==> config.mk <==
export PLATFORM = sky130hd
export DESIGN_NAME = ctrl_unit_seq
export DESIGN_NICKNAME = d
export VERILOG_FILES = /design/src/rtl/arm_ctrl_pkg.sv /design/src/rtl/ctrl_decode.sv /design/src/rtl/ctrl_unit_seq.sv
export SDC_FILE = /design/constraint.sdc
export NUM_CORES = 1
export LEC_CHECK = 0
export BUFFER_PORTS_ARGS = -buffer_cell sky130_fd_sc_hd__buf_2
export CORE_AREA = 2 2 58 60
export DETAILED_ROUTE_END_ITERATION = 8
export DIE_AREA = 0 0 60 62
export GPL_TIMING_DRIVEN = 0
export MAX_ROUTING_LAYER = met4
export PLACE_DENSITY = 0.73
export SLEW_MARGIN = 10
export SYNTH_ARGS = -nofsm -noshare
export SYNTH_HDL_FRONTEND = slang
export SYNTH_SLANG_ARGS = --single-unit
==> constraint.sdc <==
create_clock -name clk -period 2.9 [get_ports clk]
set_clock_uncertainty 0.05 [all_clocks]
set_input_delay 0.145 -clock clk [delete_from_list [all_inputs] [get_ports clk]]
set_output_delay 0.145 -clock clk [all_outputs]
set_load 0.01 [all_outputs]
==> src/rtl/arm_ctrl_pkg.sv <==
// Shared encodings for the ARM-style control unit: instruction classes,
// opcodes, execute command codes and controller state.
package arm_ctrl_pkg;

  typedef enum logic [1:0] {
    MODE_DP  = 2'b00,
    MODE_MEM = 2'b01,
    MODE_BR  = 2'b10,
    MODE_MUL = 2'b11
  } mode_t;

  localparam logic [3:0] OP_AND = 4'b0000;
  localparam logic [3:0] OP_EOR = 4'b0001;
  localparam logic [3:0] OP_SUB = 4'b0010;
  localparam logic [3:0] OP_ADD = 4'b0100;
  localparam logic [3:0] OP_ADC = 4'b0101;
  localparam logic [3:0] OP_SBC = 4'b0110;
  localparam logic [3:0] OP_TST = 4'b1000;
  localparam logic [3:0] OP_CMP = 4'b1010;
  localparam logic [3:0] OP_ORR = 4'b1100;
  localparam logic [3:0] OP_MOV = 4'b1101;
  localparam logic [3:0] OP_MVN = 4'b1111;
  localparam logic [3:0] OP_MUL = 4'b0000;

  typedef enum logic [3:0] {
    CMD_NOP = 4'd0,
    CMD_MOV = 4'd1,
    CMD_ADD = 4'd2,
    CMD_ADC = 4'd3,
    CMD_SUB = 4'd4,
    CMD_SBC = 4'd5,
    CMD_AND = 4'd6,
    CMD_ORR = 4'd7,
    CMD_EOR = 4'd8,
    CMD_MVN = 4'd9,
    CMD_MUL = 4'd10
  } cmd_t;

  typedef enum logic {
    IDLE     = 1'b0,
    MUL_BUSY = 1'b1
  } state_t;

  typedef struct packed {
    cmd_t cmd;
    logic mem_r;
    logic mem_w;
    logic wb;
    logic b;
    logic s;
    logic undef;
  } ctrl_out_t;

  typedef struct packed {
    ctrl_out_t ctl;
    logic      is_mul;
  } ctrl_t;

endpackage

==> src/rtl/ctrl_decode.sv <==
// Purely combinational opcode-to-control decode; undefined encodings
// resolve to an all-zero command with the undef flag set.
module ctrl_decode
  import arm_ctrl_pkg::*;
#(
  parameter int EN_MUL = 1
) (
  input  logic [1:0] mode,
  input  logic [3:0] opcode,
  input  logic       s_in,
  output ctrl_t      ctrl
);

  always_comb begin
    ctrl = '0;
    case (mode)
      MODE_DP: begin
        ctrl.ctl.wb = 1'b1;
        ctrl.ctl.s  = s_in;
        case (opcode)
          OP_MOV: ctrl.ctl.cmd = CMD_MOV;
          OP_ADD: ctrl.ctl.cmd = CMD_ADD;
          OP_ADC: ctrl.ctl.cmd = CMD_ADC;
          OP_SUB: ctrl.ctl.cmd = CMD_SUB;
          OP_SBC: ctrl.ctl.cmd = CMD_SBC;
          OP_AND: ctrl.ctl.cmd = CMD_AND;
          OP_ORR: ctrl.ctl.cmd = CMD_ORR;
          OP_EOR: ctrl.ctl.cmd = CMD_EOR;
          OP_MVN: ctrl.ctl.cmd = CMD_MVN;
          // Compare/test only set flags; without S they degrade to a bubble.
          OP_CMP: begin
            ctrl.ctl = '0;
            if (s_in) begin
              ctrl.ctl.cmd = CMD_SUB;
              ctrl.ctl.s   = 1'b1;
            end
          end
          OP_TST: begin
            ctrl.ctl = '0;
            if (s_in) begin
              ctrl.ctl.cmd = CMD_AND;
              ctrl.ctl.s   = 1'b1;
            end
          end
          default: begin
            ctrl.ctl       = '0;
            ctrl.ctl.undef = 1'b1;
          end
        endcase
      end
      MODE_MEM: begin
        ctrl.ctl.cmd = CMD_ADD;
        if (s_in) begin
          ctrl.ctl.mem_r = 1'b1;
          ctrl.ctl.wb    = 1'b1;
          ctrl.ctl.s     = 1'b1;
        end else begin
          ctrl.ctl.mem_w = 1'b1;
        end
      end
      MODE_BR: ctrl.ctl.b = ~opcode[3];
      default: begin
        if (EN_MUL != 0 && opcode == OP_MUL) begin
          ctrl.ctl.cmd = CMD_MUL;
          ctrl.ctl.wb  = 1'b1;
          ctrl.ctl.s   = s_in;
          ctrl.is_mul  = 1'b1;
        end else begin
          ctrl.ctl.undef = 1'b1;
        end
      end
    endcase
  end

endmodule

==> src/rtl/ctrl_unit_seq.sv <==
// Sequenced control unit: registers decoded controls, stretches MUL over
// MUL_CYCLES cycles, and honours flush/freeze pipeline events.
module ctrl_unit_seq
  import arm_ctrl_pkg::*;
#(
  parameter int CMD_W      = 4,
  parameter int MUL_CYCLES = 3,
  parameter int EN_MUL     = 1
) (
  input  logic             clk,
  input  logic             rst,
  input  logic             valid_in,
  input  logic [1:0]       mode,
  input  logic [3:0]       opcode,
  input  logic             s_in,
  input  logic             freeze,
  input  logic             flush,
  output logic             ready_out,
  output logic             valid_out,
  output logic [CMD_W-1:0] cmd_exe,
  output logic             mem_r_en,
  output logic             mem_w_en,
  output logic             wb_en,
  output logic             b_out,
  output logic             s_out,
  output logic             undef_out,
  output logic             mul_busy
);

  state_t    state;
  logic [3:0] cnt;
  ctrl_t     dec;
  ctrl_out_t out_q;
  ctrl_out_t mul_q;
  logic      valid_q;

  ctrl_decode #(.EN_MUL(EN_MUL)) u_decode (
    .mode   (mode),
    .opcode (opcode),
    .s_in   (s_in),
    .ctrl   (dec)
  );

  always_ff @(posedge clk) begin
    if (rst) begin
      state   <= IDLE;
      cnt     <= '0;
      valid_q <= 1'b0;
      out_q   <= '0;
      mul_q   <= '0;
    end else if (flush) begin
      state   <= IDLE;
      cnt     <= '0;
      valid_q <= 1'b0;
      out_q   <= '0;
    end else if (!freeze) begin
      valid_q <= 1'b0;
      out_q   <= '0;
      case (state)
        IDLE: begin
          if (valid_in) begin
            // MUL controls are parked in mul_q and released when cnt expires.
            if (dec.is_mul) begin
              state <= MUL_BUSY;
              cnt   <= 4'(MUL_CYCLES - 2);
              mul_q <= dec.ctl;
            end else begin
              valid_q <= 1'b1;
              out_q   <= dec.ctl;
            end
          end
        end
        MUL_BUSY: begin
          if (cnt != '0) begin
            cnt <= cnt - 4'd1;
          end else begin
            valid_q <= 1'b1;
            out_q   <= mul_q;
            state   <= IDLE;
          end
        end
        default: state <= IDLE;
      endcase
    end
  end

  assign ready_out = (state == IDLE);
  assign mul_busy  = (state == MUL_BUSY);
  assign valid_out = valid_q;
  assign cmd_exe   = CMD_W'(out_q.cmd);
  assign mem_r_en  = out_q.mem_r;
  assign mem_w_en  = out_q.mem_w;
  assign wb_en     = out_q.wb;
  assign b_out     = out_q.b;
  assign s_out     = out_q.s;
  assign undef_out = out_q.undef;

endmodule

# ---- Word-level counts from Yosys, hierarchy flattened
# Index checks and enable logic that the tools add are counted.
dict set report word_totals {
  regBits 26
  input_bits 12
  output_inout_bits 13
  elab_cells 80
}
dict set report classes {
  add_sub_neg 1
  n_eq_ne 15
  muxes 33
  bitwise_logic 4
  reduce_logical 10
}
# operator count
set ops {}
lappend ops {{4-bit one-hot mux with 11 select lines} 1}
lappend ops {{10-bit two-way mux} 3}
lappend ops {{4-bit equality test (second input constant)} 5}
lappend ops {{10-bit one-hot mux with 2 select lines} 1}
lappend ops {{4-bit two-way mux} 4}
lappend ops {{4-bit one-hot mux with 2 select lines} 2}
lappend ops {{4-bit by 3-bit equality test with 1-bit output (second input constant)} 3}
lappend ops {{1-bit two-way mux} 12}
lappend ops {{4-bit one-hot mux with 3 select lines} 1}
lappend ops {{9-bit OR reduction} 1}
lappend ops {{1-bit one-hot mux with 2 select lines} 4}
lappend ops {{3-bit two-way mux} 2}
lappend ops {{1-bit one-hot mux with 3 select lines} 2}
lappend ops {{2-bit OR reduction} 3}
lappend ops {{5-bit AND reduction} 1}
lappend ops {{4-bit by 1-bit equality test with 1-bit output (second input constant)} 1}
lappend ops {{4-bit by 2-bit equality test with 1-bit output (second input constant)} 1}
lappend ops {{4-bit logical NOT} 1}
lappend ops {{2-bit by 1-bit inequality test with 1-bit output (second input constant)} 2}
lappend ops {{1-bit inverter} 4}
lappend ops {{2-bit one-hot mux with 2 select lines} 1}
lappend ops {{4-bit AND reduction} 1}
lappend ops {{4-bit nonzero test} 1}
lappend ops {{4-bit by 1-bit subtractor with 4-bit output (second input constant)} 1}
lappend ops {{other kinds (5)} 5}

# ---- Longest topological paths before layout
# Gate-level depths: netlist of run 1.
dict set report depth {
  word_depth 7
  mapped_depth 7
  ltp_nobuf 6
}

# ---- By module
# From an unflattened synthesis of run 1, not the netlist that was laid out.
dict set report unflattened {
  hier_cells 177
  hier_area_um2 1591.5
}
# mod n_inst cells_each area_each_um2 seq_area_each_um2
set modules_own_cells {}
lappend modules_own_cells {ctrl_unit_seq 1 128 1224.9 520.5}
lappend modules_own_cells {ctrl_decode 1 49 366.6 0.0}

# ---- Least setup slack after synthesis of run 1
# OpenSTA, ideal clock, no wires.
dict set report synth_path {
  path_kind {flip-flop to flip-flop}
  from {register state (netlist: mul_busy)}
  to {register mul_q[0] (netlist bit)}
  setup_ps 115
  arrival_ps 1651
  required_ps 2735
  slack_ps 1085
  path_stages_with_launch 6
  n_path_buf 1
  period_less_slack_ps 1815
  cell_sequence {dfxtp_1 > or3b_2 > or4_4 > buf_6 > nor2b_4 > and2_1}
}
dict set report synth_between {
  elab_chain_cells 2
}
# item line_no
set synth_rtl {}
lappend synth_rtl {{start, declared} ctrl_unit_seq.sv:30} ;# state_t state;
lappend synth_rtl {{start signal, assigned} ctrl_unit_seq.sv:46} ;# state <= IDLE;
lappend synth_rtl {{start signal, assigned} ctrl_unit_seq.sv:52} ;# state <= IDLE;
lappend synth_rtl {{start signal, assigned} ctrl_unit_seq.sv:64} ;# state <= MUL_BUSY;
lappend synth_rtl {{1-bit inverter (no source line)} -}
lappend synth_rtl {{5-bit AND reduction (no source line)} -}
lappend synth_rtl {{end signal, assigned} ctrl_unit_seq.sv:66} ;# mul_q <= dec.ctl;
lappend synth_rtl {{end, declared} ctrl_unit_seq.sv:34} ;# ctrl_out_t mul_q;
# No other way between the ends.
# A chain may end at the register's enable or synchronous reset.

# ---- Worst setup path in the final report of run 1
dict set report layout_path {
  from {register cnt[0]}
  to {register cnt[3]}
}
dict set report layout_between {
  elab_chain_cells 3
  word_cells_on_any_way 6
  classes_between {1 x add/sub; 1 x eq/ne; 2 x mux; 2 x reduce/logical}
}
# item line_no
set layout_rtl {}
lappend layout_rtl {{start, declared} ctrl_unit_seq.sv:31} ;# logic [3:0] cnt;
lappend layout_rtl {{start signal, assigned} ctrl_unit_seq.sv:65} ;# cnt <= 4'(MUL_CYCLES - 2);
lappend layout_rtl {{start signal, assigned} ctrl_unit_seq.sv:75} ;# cnt <= cnt - 4'd1;
lappend layout_rtl {{4-bit by 1-bit subtractor with 4-bit output / 4-bit nonzero test (equally long branches)} {ctrl_unit_seq.sv:75, ctrl_unit_seq.sv:74}}
lappend layout_rtl {{4-bit two-way mux / 2-bit by 1-bit inequality test with 1-bit output (equally long branches)} -}
lappend layout_rtl {{4-bit one-hot mux with 2 select lines / 4-bit AND reduction (equally long branches)} -}
# Parallel ways exist; a longest one is shown, timed or not. The select of a mux whose other input is x is not followed.

==> results.md, run 1 <==
* Area growth syn-to-layout at 15.92%
* Slowest Stage Delay on Critical Path at 0.41 ns
* Final wirelength at 3.046 mm
* Cell chain of the critical path: inv_1, ha_1, nor4bb_1, clkbuf_1, nor2_1, and4_1, o21ba_2
* Num CTS Buffers at 3
* Via count at 1238
* All-Layer GR Usage at 0.1879
* Setup violators final at 0
* Sequential share of the synthesized area at 0.3966
* Synth async-reset ratio at 0
* Yosys reg bits at 26
* Slew Limit Fails at 0
* # rows at 21
* Top-count cell post-synth: dfxtp_1
* Syn Inst Count at 156
* Sequential cell area at 520.5 µm²
* Grt ovf at 0
* Run status: finished clean
* CTS root buf: clkbuf_4
* Critical path peak fanout at 10
* Cts hold-fix bufs at 0
* Via/cell ratio at 5.406
* WP buf/inv at 2
* Worst EP arrival at 2.23 ns
* Top cells by area, synth: dfxtp_1, a21oi_1, o21ai_0
* Max VDD drop at 0.4055 mV
* EDFF count, synth at 0
* # DRC at 0
* CP startpoint kind: flip-flop
* Die Y-Extent at 62 µm
* Dpl ws at 0.8743 ns
* Clock tree buffer depth at 2
* H-tree levels at 1
* Pin count of the biggest net entering global routing at 15
* Fmax at 488.2 MHz
* Max_cap viols at 0
* Hold Path Class: in2reg
* Post-CTS setup buffers at 0
* Finished Layout Cells at 229
* Initial drt markers at 36
* WS Path Type: reg2reg
* Layout cells sized above 1 at 0.1967
* Worst skew pair latency at 0.32 ns
* Post-route minimum period at 2.048 ns
* Avg Cell Area, Syn at 8.414 µm²
* Util after Layout at 0.4786
* Critical Path End Type: flip-flop
* Top FF cell, synth: dfxtp_1
* Dpl hpwl at 2.282 mm
* Total nets after synthesis at 170
* Die area at 3720 µm²
* Multi-input logic area at 701.9 µm²
* Delay-heaviest family, CP: simple AND/OR/NAND/NOR gates
* Worst Path Required at 3.09 ns
* Largest area contributor in the netlist: dfxtp_1
* Routed Antenna Nets at 0
* Worst-path clk slew at 0.14 ns
* FILL cells at 331
* Tot Pwr at 0.0006259 W
* Die X at 60 µm
* CP max stage cell: clkbuf_1
* # port buffers at 23
* Vias in the first global route at 1156
* Initial Utilization at 0.4128
* PostCTS Resize Cnt at 0
* Placed cells at 225
* Synth cell count leaders: dfxtp_1, a21oi_1, o21ai_0, inv_1, nor2_1
* Power Dens Cells at 411.4 nW/µm²
* Worst slew margin at 0.5949
* Initial antenna violation count at 0
* Core area at 3179 µm²
* First-pass DRT Iterations at 4
* Period utilisation layout at 0.7063
* Total clock sinks at 26
* Unrepaired setup endpoints after global routing: no
* Crit path setup slack, layout at 0.8516 ns
* Yosys top cell area share at 0.3966
* Global-route wire length before repair at 5.154 mm
* N_diodes at 0
* Tightest Pin Transition at 0.6053 ns
* CTS tree: done
* IO Pins at 25
* Yosys cell types at 45
* Nets@finish at 198
* P_leak at 0.5867 nW
* Final Hold Violating Endpoints at 0
* Synthesis warning total at 0
* Gpl congestion at 0.8166
* Post-Syn Area at 1313 µm²
* Sum Neg Setup Slack at 0 ns
* WL/cell at 13.30 µm
-- cell families after synthesis --
kind of cell | Yosys count | share of synthesized area
AOI/OAI and AO/OA | 52 | 0.2488
and+or+nand+nor | 55 | 0.2593
DFF | 26 | 0.3966
buffers and inverters | 20 | 0.06864
muxes | 1 | 0.007627
adders and majority gates | 2 | 0.01906
-- flip-flops by register name, summed over array words and instances (netlist names) --
signal	count
s_out	1
mul_busy	1
cmd_exe	4
valid_out	1
mem_w_en	1
undef_out	1
cnt	4
mem_r_en	1
wb_en	1
b_out	1
mul_q	10
-- worst register-to-register path: stages, from the launching register on --
cell      delay (ns)
dfxtp_1         0.34
inv_1           0.11
ha_1            0.18
nor4bb_1        0.27
clkbuf_1        0.41
nor2_1          0.21
and4_1          0.22
o21ba_2         0.18
-- power breakdown --
part,total (W),internal (W),switching (W)
logic,0.0000806,0.0000311,0.0000495
registers,0.000364,0.000362,0.00000196
clock network,0.000182,0.0000767,0.000105
total,0.000626,0.000470,0.000156
-- area by class of cell --
class | instances | area share
multi-input combinational | 110 | 0.4613
sequential | 26 | 0.3421
timing repair buffer | 23 | 0.07566
tap | 46 | 0.03783
buffer | 10 | 0.03454
inverter | 10 | 0.02467
clock buffer | 4 | 0.02385
-- through the flow --
step | instance area, µm² | hold slack (ns)
after floorplan | 1313 | 0.1641
after CTS | 1521 | 0.02244
after global placement | 1485 | 0.3732
after global routing | 1521 | 0.01537
final | 1521 | 0.02777
after detailed placement | 1485 | 0.3822
-- worst paths after layout --
kind / to / cells after the start / slack [ns] / start
min reg2reg: mul_q[3] / 2 / 0.42 / mul_q[3]
max: cnt[3] / 7 / 0.85 / cnt[0]
max reg2reg: cnt[3] / 7 / 0.85 / cnt[0]
min: mul_q[3] / 2 / 0.03 / rst
-- per-layer routing --
metal  vias to the layer above  GRT usage  part of all wire
met5                         -          -                 0
met4                         0    0.05397             0.015
met3                         4    0.03934             0.059
met2                        39     0.3214              0.45
met1                       576     0.2234              0.48
li1                        619          -                 -
-- cell usage in the layout (no fill, tap or decap), types with 4 or more instances in the layout --
master | netlist | final
inv_1 | 10 | 10
o21ai_0 | 11 | 11
nand3_1 | 4 | 4
dfxtp_1 | 26 | 26
nor2_1 | 10 | 10
buf_2 | 0 | 23
and2_1 | 6 | 6
clkbuf_1 | 8 | 8
a21oi_1 | 19 | 19
nor2b_1 | 5 | 5
nand2_1 | 6 | 6
Note: power is estimated with default switching activity, not from simulation.
==> run 2: changes to the inputs <==
Settings changed: ABC_AREA set to 1, CORE_AREA 2 2 58 60 to 2 2 60 62, DIE_AREA 0 0 60 62 to 0 0 62 64, PLACE_DENSITY 0.73 to 0.76.
Clock period 2.9 ns to 1.8 ns, I/O delays scaled along.
==> results.md, run 2 <==
* Run status: finished clean
* Tightest Pin Transition at 0.5612 ns
* Largest Register: mul_q
* Routing usage on met2 at 0.2435
* H-tree levels at 1
* Most common cell after layout, fill and taps aside: nand2_1
* Worst EP arrival at 1.68 ns
* Clock tree buffer depth at 2
* Core area at 3284 µm²
* Yosys cell types at 33
* # DRC at 0
* Initial antenna violation count at 0
* Worst-path clk slew at 0.14 ns
* Synthesis warning total at 0
* PostCTS Resize Cnt at 0
* Nets@finish at 240
* Synth cell count leaders: nand2_1, dfxtp_1, inv_1, nor2_1, o21ai_0
* Vias in the first global route at 1122
* IO Pins at 25
* Largest area contributor in the netlist: dfxtp_1
* Setup violators final at 0
* Sequential share of the synthesized area at 0.3649
* Placed cells at 267
* CTS tree: done
* Top cells by area, synth: dfxtp_1, nand2_1, inv_1
* Total clock sinks at 26
* Syn Inst Count at 198
* Area growth syn-to-layout at 14.65%
* Period utilisation layout at 0.8107
* Via count at 1278
* Pin count of the biggest net entering global routing at 15
* Util after Layout at 0.4979
* Top FF cell, synth: dfxtp_1
* Via/cell ratio at 4.716
* Final Hold Violating Endpoints at 0
* Avg Cell Area, Syn at 7.204 µm²
* Grt ovf at 0
* WS Path Type: reg2reg
* Num CTS Buffers at 3
* Worst Path Required at 2.02 ns
* Finished Layout Cells at 271
* Routed Antenna Nets at 0
* Max reg flops at 10
* Cts hold-fix bufs at 0
* Gpl congestion at 0.8468
* CP startpoint kind: flip-flop
* Global-route wire length before repair at 4.830 mm
* Slew Limit Fails at 0
* Initial drt markers at 71
* Yosys reg bits at 26
* Max VDD drop at 0.2362 mV
* Top-count cell post-synth: nand2_1
* Die area at 3968 µm²
* Worst skew pair latency at 0.32 ns
* P_leak at 0.7310 nW
* Most used routing layer in global routing: met2
* Final hold slack at 0.02628 ns
* Synth async-reset ratio at 0
* Max_cap viols at 0
* N_diodes at 0
* Hold Path Class: in2reg
* Initial Utilization at 0.4343
* Layout cells sized above 1 at 0.2489
* Fmax at 685.3 MHz
* Unrepaired setup endpoints after global routing: no
* # rows at 21
* WL/cell at 10.44 µm
* All-Layer GR Usage at 0.1577
* Post-CTS setup buffers at 0
* Met3 usage at 0.01215
* Die X at 62 µm
* Worst slew margin at 0.6259
* Post-route minimum period at 1.459 ns
* Commonest cells after routing, fill and taps aside: nand2_1, inv_1, dfxtp_1, buf_2
* EDFF count, synth at 0
* First-pass DRT Iterations at 4
* Critical path peak fanout at 8
* Sum Neg Setup Slack at 0 ns
* Total nets after synthesis at 212
* Met1 Resource Use GR at 0.2204
* Post-Syn Area at 1426 µm²
* Yosys top cell area share at 0.3649
* Die Y-Extent at 64 µm
* Critical Path End Type: flip-flop
* # port buffers at 23
* Final wirelength at 2.828 mm
* CTS root buf: clkbuf_4
* Power Dens Cells at 625.9 nW/µm²
* Dpl hpwl at 2.207 mm
run 2: changes by cell type in the layout (fill, tap and decap cells not counted), moves of 4 or more:
cell,previous run,this run
inv_1,10,26
nor3_2,0,4
inv_2,0,5
nand3_1,4,12
nand2_1,6,41
nor2_1,10,17
nor2b_1,5,0
o21ai_0,11,17
a21oi_1,19,12
clkbuf_1,8,2
and2_1,6,0
run 2: cell type report:
class,count,area (µm²)
inverter,35,136.4
sequential,26,520.5
timing repair buffer,23,115.1
buffer,4,20.02
fill,335,1649
clock buffer,4,36.28
multi-input combinational,133,749.5
tap,46,57.56
run 2: worst max-delay path, cell delays in order, from the launching register on:
cell and delay, ns:
dfxtp_1 0.33, inv_1 0.08, ha_1 0.25, nand3_4 0.15
inv_4 0.07, nor2_8 0.10, nand2_2 0.06, or2_1 0.22
a21oi_2 0.10
run 2: through the flow:
step	total power (W)	worst slack (ns)	area, µm²
after floorplan	0.0006926	0.4563	1426
after global placement	0.0007413	0.3638	1599
after detailed placement	0.0007422	0.3751	1599
after CTS	0.001034	0.3342	1635
after global routing	0.001080	0.1944	1635
final	0.001024	0.3407	1635
run 2: path summary, 6_finish.rpt:
check	start	to	slack [ns]	depth (start not counted)
max	cnt[0]	cnt[1]	0.34	8
min	s_in	mul_q[1]	0.03	3
max reg2reg	cnt[0]	cnt[1]	0.34	8
min reg2reg	mul_q[4]	mul_q[4]	0.41	2
run 2: logic make-up (layout without fill, tap and decap cells):
| kind of cell | after synthesis | count (layout) | share of synthesized area |
|---|---|---|---|
| buffers and inverters | 39 | 66 | 0.1096 |
| flip-flops | 26 | 26 | 0.3649 |
| XOR/XNOR | 2 | 2 | 0.01228 |
| AO/OA/AOI/OAI | 39 | 39 | 0.1500 |
| AND/OR/NAND/NOR | 90 | 90 | 0.3456 |
| adder cells (fa/ha/maj) | 2 | 2 | 0.01754 |
run 2: per-layer routing:
metal | vias up | wire (µm)
li1 | 685 | -
met3 | 2 | 69
met2 | 15 | 1318
met5 | - | 0
met4 | 0 | 21
met1 | 576 | 1418
run 2: where the power goes:
part	internal, W	switching (W)
clock	0.000124	0.000170
combinational	0.0000482	0.0000941
sequential	0.000584	0.00000362
total	0.000756	0.000268
==> run 3: changes to the inputs <==
Clock period 1.8 ns to 1.34 ns, I/O delays scaled along.
==> results.md, run 3 (synthesis results as in run 2) <==
* Run status: finished clean
* First-pass DRT Iterations at 4
* All-Layer GR Usage at 0.1725
* Die X at 62 µm
* H-tree levels at 1
* CTS root buf: clkbuf_4
* Clock power frac at 0.289
* R2R setup slack at 0.02 ns
* Worst-path clk slew at 0.14 ns
* Post-route minimum period at 1.316 ns
* Final Hold Violating Endpoints at 0
* Sequential power share at 0.563
* Worst skew pair latency at 0.32 ns
* # rows at 21
* WP buf/inv at 2
* Initial antenna violation count at 0
* CP startpoint kind: flip-flop
* Slowest Stage Delay on Critical Path at 0.36 ns
* Switching power at 0.0003726 W
* Core area at 3284 µm²
* Die Y-Extent at 64 µm
* IO Pins at 25
* Nets@finish at 249
* P_leak at 0.7718 nW
* Dpl hpwl at 2.164 mm
* Via/cell ratio at 4.739
* Dpl ws at -0.06530 ns
* Internal Power at 0.001023 W
* FILL cells at 305
* Worst Path Required at 1.56 ns
* Routed Antenna Nets at 0
* Max reg flops at 10
* Total clock sinks at 26
* Pin count of the biggest net entering global routing at 15
* WL/cell at 10.71 µm
* Initial drt markers at 60
* Critical path peak fanout at 4
* Comb pwr share at 0.148
* CP max stage cell: dfxtp_2
* Global-route wire length before repair at 5.181 mm
* WS Path Type: reg2reg
* Largest Register: mul_q
* Fin area at 1733 µm²
* Cell chain of the critical path: inv_2, ha_4, nand3_4, inv_4, nor2_8, nand2_2, or2_1, a21oi_2
* Hold Path Class: in2reg
* # DRC at 0
* Num CTS Buffers at 3
* Slew Limit Fails at 0
* Period utilisation layout at 0.9820
* Grt ovf at 0
* Delay-heaviest family, CP: simple AND/OR/NAND/NOR gates
* Most common cell after layout, fill and taps aside: nand2_1
* DP Area at 1602 µm²
* Unrepaired setup endpoints after global routing: yes
* Power Dens Cells at 805.6 nW/µm²
* Clock tree buffer depth at 2
* Layout cells sized above 1 at 0.2991
* Via count at 1327
* Gpl congestion at 0.8289
* N_diodes at 0
* Die area at 3968 µm²
* CTS tree: done
* Commonest cells after routing, fill and taps aside: nand2_1, buf_2, inv_1, dfxtp_1, nor2_1
* Fmax at 760.0 MHz
* Initial Utilization at 0.4343
* Worst slew margin at 0.6305
* Final wirelength at 2.998 mm
* Setup violators final at 0
* Vias in the first global route at 1193
* Area growth syn-to-layout at 21.49%
* Max_cap viols at 0
* Worst EP arrival at 1.53 ns
* # port buffers at 23
* Crit path setup slack, layout at 0.02414 ns
* Max VDD drop at 0.3997 mV
* Sw frac at 0.2669
* Tightest Pin Transition at 0.5543 ns
* Critical Path End Type: flip-flop
## run 3: cell count changes in the layout (fill, tap and decap cells not counted), moves of 2 or more
| cell | change |
|---|---|
| dlygate4sd3_1 | +2 |
| o21ai_1 | +6 |
| o21ai_0 | -6 |
| dfxtp_2 | +2 |
| inv_1 | -3 |
| buf_4 | +7 |
| dfxtp_1 | -3 |
## run 3: per-layer routing
metal  up-vias  wire [µm]  GRT usage
li1        707          -          -
met1       597       1472     0.2284
met2        16       1421     0.2669
met3         7         69    0.02227
met4         0         36    0.05851
met5         -          0          -
## run 3: power by group through the flow
stage / clock network (W) / registers (W) / logic [W]
after floorplan: 0 / 0.000811 / 0.000119
after global placement: 0 / 0.000805 / 0.000190
after detailed placement: 0 / 0.000806 / 0.000191
after CTS: 0.000410 / 0.000789 / 0.000196
after global routing: 0.000441 / 0.000789 / 0.000234
final: 0.000403 / 0.000787 / 0.000206
## run 3: path summary, 6_finish.rpt
check / depth (start not counted) / end / start
setup reg to reg: 8 / cnt[1] / cnt[1]
hold / removal: 3 / cmd_exe[0] / opcode[2]
hold reg to reg: 2 / mul_q[4] / mul_q[4]
setup / recovery: 8 / cnt[1] / cnt[1]
## run 3: what timing repair did
item,4_1_cts,5_1_grt
endpoints found under the hold margin,2,0
setup endpoints to repair,4,13
setup buffers,4,3
gates resized for setup,5,10
hold buffers,2,0
pin swaps,1,0
## run 3: final cells by class
class | instances | area, µm² | area share
plain buffers | 4 | 20.02 | 0.01155
clock buffers | 4 | 36.28 | 0.02094
inverters | 35 | 142.6 | 0.08231
multi-input cells | 133 | 762.0 | 0.4397
flip-flops and latches | 26 | 526.8 | 0.3040
well taps | 46 | 57.56 | 0.03321
repair buffers | 32 | 187.7 | 0.1083
## run 3: worst reg2reg max path: stages, from the launching register on
cell and delay (ns):
dfxtp_2 0.36, inv_2 0.05, ha_4 0.16, nand3_4 0.11, inv_4 0.06, nor2_8 0.10
nand2_2 0.06, or2_1 0.21, a21oi_2 0.10
## run 3: through the flow
| step | power (W) | util | cells | TNS, ns | hold slack, ns |
|---|---|---|---|---|---|
| after global routing | 0.001463 | 0.5276 | 280 | -0.1614 | 0.02857 |
| final | 0.001396 | 0.5276 | 280 | 0 | 0.03168 |
| after floorplan | 0.0009303 | - | 198 | 0 | 0.1608 |
| after detailed placement | 0.0009963 | 0.4876 | 267 | -0.1198 | 0.3467 |
| after CTS | 0.001395 | 0.5177 | 277 | 0 | 0.02863 |
| after global placement | 0.0009956 | 0.4876 | 267 | -0.1123 | 0.3428 |
